**src/rtl/div_seq.sv**
```systemverilog
// div_seq: multi-cycle restoring divider for MIPS DIV/DIVU.
// Produces one quotient bit per clock and presents {remainder, quotient}
// so the ALU can load HI/LO in a single assignment once ready_o rises.
module div_seq #(
  parameter int WIDTH = 32
) (
  input  logic               clk,
  input  logic               rst,
  input  logic               signed_div_i,
  input  logic [WIDTH-1:0]   opdata1_i,
  input  logic [WIDTH-1:0]   opdata2_i,
  input  logic               start_i,
  input  logic               annul_i,
  output logic [2*WIDTH-1:0] result_o,
  output logic               ready_o
);

  localparam int CNT_W = $clog2(WIDTH);

  typedef enum logic [1:0] {
    S_IDLE,
    S_ZERO,
    S_BUSY,
    S_DONE
  } state_t;

  state_t           state_q;
  logic [CNT_W-1:0] cnt_q;
  logic [WIDTH-1:0] rem_q;       // partial remainder
  logic [WIDTH-1:0] quot_q;      // dividend bits shifting out, quotient bits shifting in
  logic [WIDTH-1:0] div_q;       // divisor magnitude
  logic             neg_quot_q;  // operand signs differed on a signed request
  logic             neg_rem_q;   // dividend was negative on a signed request

  logic [WIDTH-1:0] abs_a;
  logic [WIDTH-1:0] abs_b;
  logic [WIDTH:0]   shifted;
  logic             fits;
  logic [WIDTH-1:0] rem_next;
  logic [WIDTH-1:0] quot_next;
  logic [WIDTH-1:0] quot_fix;
  logic [WIDTH-1:0] rem_fix;

  // Operand magnitudes and one restoring step, plus the sign fix-up of that step's result.
  always_comb begin
    // NOTE: every signal assigned here gets a default first so no latch can be inferred.
    abs_a     = opdata1_i;
    abs_b     = opdata2_i;
    if (signed_div_i && opdata1_i[WIDTH-1]) abs_a = -opdata1_i;
    if (signed_div_i && opdata2_i[WIDTH-1]) abs_b = -opdata2_i;

    // The shifted remainder can need WIDTH+1 bits when the divisor has its MSB set,
    // so the compare is done one bit wider; the true difference always fits in WIDTH bits.
    shifted   = {rem_q, quot_q[WIDTH-1]};
    fits      = (shifted >= {1'b0, div_q});
    rem_next  = fits ? (shifted[WIDTH-1:0] - div_q) : shifted[WIDTH-1:0];
    quot_next = {quot_q[WIDTH-2:0], fits};

    quot_fix  = neg_quot_q ? -quot_next : quot_next;
    rem_fix   = neg_rem_q  ? -rem_next  : rem_next;
  end

  // Control FSM and datapath registers; outputs are registered and nonzero only in DONE.
  always_ff @(posedge clk) begin
    // NOTE: sequential state uses non-blocking assignments so every register samples pre-edge values.
    if (rst) begin
      state_q    <= S_IDLE;
      cnt_q      <= '0;
      rem_q      <= '0;
      quot_q     <= '0;
      div_q      <= '0;
      neg_quot_q <= 1'b0;
      neg_rem_q  <= 1'b0;
      ready_o    <= 1'b0;
      result_o   <= '0;
    end else begin
      unique case (state_q)
        S_IDLE: begin
          if (start_i && !annul_i) begin
            quot_q     <= abs_a;
            div_q      <= abs_b;
            rem_q      <= '0;
            cnt_q      <= '0;
            neg_quot_q <= signed_div_i && (opdata1_i[WIDTH-1] ^ opdata2_i[WIDTH-1]);
            neg_rem_q  <= signed_div_i && opdata1_i[WIDTH-1];
            state_q    <= (opdata2_i == '0) ? S_ZERO : S_BUSY;
          end
        end

        S_ZERO: begin
          // Division by zero is defined to return zero for both halves.
          result_o <= '0;
          ready_o  <= 1'b1;
          state_q  <= S_DONE;
        end

        S_BUSY: begin
          if (annul_i || !start_i) begin
            cnt_q   <= '0;
            state_q <= S_IDLE;
          end else begin
            rem_q  <= rem_next;
            quot_q <= quot_next;
            cnt_q  <= cnt_q + 1'b1;
            if (cnt_q == CNT_W'(WIDTH - 1)) begin
              result_o <= {rem_fix, quot_fix};
              ready_o  <= 1'b1;
              state_q  <= S_DONE;
            end
          end
        end

        S_DONE: begin
          // Hold the result until the initiator drops its request; annul is ignored here.
          if (!start_i) begin
            ready_o  <= 1'b0;
            result_o <= '0;
            cnt_q    <= '0;
            state_q  <= S_IDLE;
          end
        end

        default: begin
          ready_o  <= 1'b0;
          result_o <= '0;
          state_q  <= S_IDLE;
        end
      endcase
    end
  end

endmodule

```
**config.mk**
```make
export PLATFORM = sky130hd
export DESIGN_NAME = div_seq
export DESIGN_NICKNAME = d
export VERILOG_FILES = /design/src/rtl/div_seq.sv
export SDC_FILE = /design/constraint.sdc
export NUM_CORES = 1
export LEC_CHECK = 0
export ABC_AREA = 1
export BUFFER_PORTS_ARGS = -buffer_cell sky130_fd_sc_hd__buf_2
export CAP_MARGIN = 10
export CORE_AREA = 3 3 145 147
export DETAILED_ROUTE_END_ITERATION = 10
export DIE_AREA = 0 0 148 150
export GPL_ROUTABILITY_DRIVEN = 1
export PLACE_DENSITY_LB_ADDON = 0.08
export SLEW_MARGIN = 10
export SYNTH_ARGS = -nofsm -noshare
export SYNTH_HDL_FRONTEND = slang
export SYNTH_SLANG_ARGS = --single-unit
export TNS_END_PERCENT = 1
```
**constraint.sdc**
```tcl
create_clock -name clk -period 6.8 [get_ports clk]
set_input_delay 1.02 -clock clk [delete_from_list [all_inputs] [get_ports clk]]
set_output_delay 1.02 -clock clk [all_outputs]
set_load 0.02 [all_outputs]
```
==> flow_summary.toml <==
[synth]
seq_area_frac_synth_pct = 27.0
synth.distinct_cells = 54
synth_common_cells = "nand2_1 (587), inv_1 (242), a21oi_1 (232)"
synthFlopType = "dfxtp_1"
synth.top_cells.by_area = "dfxtp_1 (27%), nand2_1 (18%), a21oi_1 (9.2%)"
synth_area_leader_cell = "dfxtp_1"
async_flop_share_pct = 0
avgSynthCellArea_um2 = 6.16
synthCells = 2045
syn-num-nets = 2153
synth.most_common_cell = "nand2_1"
synth_top_area_share_pct = 27.0
syn_area_um2 = 12600
synth_edf_count = 0
synth_warnings = 0
synth_seq_cells = 170

[clock_tree]
h-tree-depth = 4
tritoncts = "built"
clkSinkCount = 170
clk_latency_ps = 450
cts_buffer_depth = 2
cts_made_buffers = 17
cts-root-buf = "clkbuf_16"
post_cts_buffers = 0
cts_hold_buf = 0
post_cts_resized = 0
clk_pin_slew_worst_paths_ps = 70

[setup_path]
start_kind = "flop"
worstPathArrival_ps = 4950
end_kind = "flop"
cp_max_fo = 46
crit-reg2reg-launch = "div_q[15]$_SDFFE_PP0P_"
crit_type = "reg2reg"
required_ps = 7100
cp-startpoint = "div_q[15]$_SDFFE_PP0P_"

[final_layout]
postLayoutCoreUtil_pct = 69.5
nets = 2239
final_cells = 2414
antenna_cells = 0
drive_gt1_share_pct = 12.9
syn2layout_area_growth_pct = 10.6

[place]
portBuffers = 133
dpl.cell_count = 2382
gp_congestion = 1.01
dp_hpwl_mm = 31.1

[die]
fp-row-count = 52
die_h_um = 150
start_util_pct = 62.8
core_area_um2 = 20000
ios = 134
die_x_um = 148
die_area_um2 = 22200

[sta]
setup_viol = 0
whs_ps = 462
clock-skew-final_ps = 14.8
tns_ps = 0
min_period_ps = 4650
fmax_mhz = 215
min_period_over_period_pct = 68.3
drv_slew = 0
maxSlewHeadroom_pct = 30.9
hold_viol = 0
rsz0062_at_grt = "false"
tightest_slew_ps = 1040

[global_routing]
globalRoute.totalOverflow = 0
grt_pass1_vias = 12310
grt_max_degree = 73
grt_antenna_before_repair = 1
grt_usage_pct = 35.3
grt_pass1_wl_mm = 63.3

[worst_hold_path]
hp-class = "reg2reg"
min_from = "result_o[29]$_SDFFE_PP0P_"

[detailed_routing]
firstDrtPassIters = 6
antenna_left = 0
drtIter0Drc = 1232
finalWirelength_mm = 40.5
routed_via_density = 5.80
drcViolationCount = 0
dr_total_vias = 14010
routedWlPerCell_um = 16.8

[power]
ir_drop_mv = 0.187
power_density_nw_per_um2 = 198
cellLeakagePower_nw = 6.71

[status]
outcome = "finished clean"

[run]
drv_cap = 0
-- cells in the final DEF (no fill, tap or decap), types with 10 or more instances in the layout --
cell type / count
nor3_1: 34
o21ai_0: 103
dfxtp_1: 170
inv_2: 10
inv_1: 242
xnor2_1: 18
nand3_1: 123
or2_2: 10
ha_1: 38
o221ai_1: 17
nor2_2: 13
a21oi_1: 232
o211ai_1: 27
nand2_2: 27
nand4_1: 25
buf_4: 11
nand2_1: 587
clkbuf_16: 17
buf_2: 132
xor2_1: 28
nor2_1: 165
-- sequential cells by signal (all words and copies together), names as in the netlist --
signal / cells
state_q: 2
quot_q: 32
ready_o: 1
cnt_q: 5
result_o: 64
neg_quot_q: 1
rem_q: 32
neg_rem_q: 1
div_q: 32
-- path summary, 6_finish.rpt --
kind,to,slack [ps],cells past startpoint
min reg2reg,result_o[29]$_SDFFE_PP0P_,460,2
max reg2reg,result_o[30]$_SDFFE_PP0P_,2150,25
min,result_o[29]$_SDFFE_PP0P_,460,2
max,result_o[30]$_SDFFE_PP0P_,2150,25
-- per-stage QoR --
stage	power (mW)	cell area, µm²	setup slack [ps]
finish	2.76	13900	2150
global route	2.87	13900	1820
CTS	2.74	13900	2320
detailed placement	1.78	13300	2420
global placement	1.77	13300	2550
floorplan	1.58	12600	3210
-- metal layers --
layer | vias to the layer above | routed length, µm | GRT usage, %
met2 | 646 | 18300 | 55.6
met5 | - | 10 | 0
met4 | 2 | 1620 | 13.8
met3 | 111 | 3390 | 6.97
met1 | 6386 | 17200 | 47.7
li1 | 6865 | - | -
-- worst max-delay path: stages, from the launching register on --
cell	delay [ps]
dfxtp_1	350
inv_1	70
ha_1	350
nand2_1	170
nor2_1	80
nand2_1	130
nor2_2	70
nand2_1	80
nand2_2	80
nor2_8	360
nand2_8	280
inv_2	250
ha_1	220
nand3_1	150
nor2_1	150
nand3_1	150
nor2_2	160
nand3_1	150
or2_2	340
o21ai_1	190
o21ai_0	160
o21bai_1	240
nor2_1	120
nand2_1	60
nand3_1	80
a21oi_1	60
-- cell families after synthesis --
| kind of cell | share of synthesized area, % |
|---|---|
| AO/OA/AOI/OAI | 19.6 |
| XOR/XNOR | 3.20 |
| adder cells (fa/ha/maj) | 3.94 |
| buffers and inverters | 10.4 |
| flip-flops | 27.0 |
| AND/OR/NAND/NOR | 35.8 |
-- final cells by class --
class | count | area, µm²
clock inverter | 14 | 154
timing repair buffer | 143 | 743
sequential | 170 | 3400
inverter | 252 | 946
fill | 1900 | 6120
clock buffer | 18 | 439
multi-input combinational | 1547 | 7900
tap | 270 | 338
-- where the power goes --
group	internal, mW	total [mW]	switching, mW
Clock	0.500	0.978	0.479
Sequential	1.02	1.05	0.0288
Combinational	0.222	0.725	0.503
Total	1.75	2.76	1.01
Power figures use the tool's default switching activity.
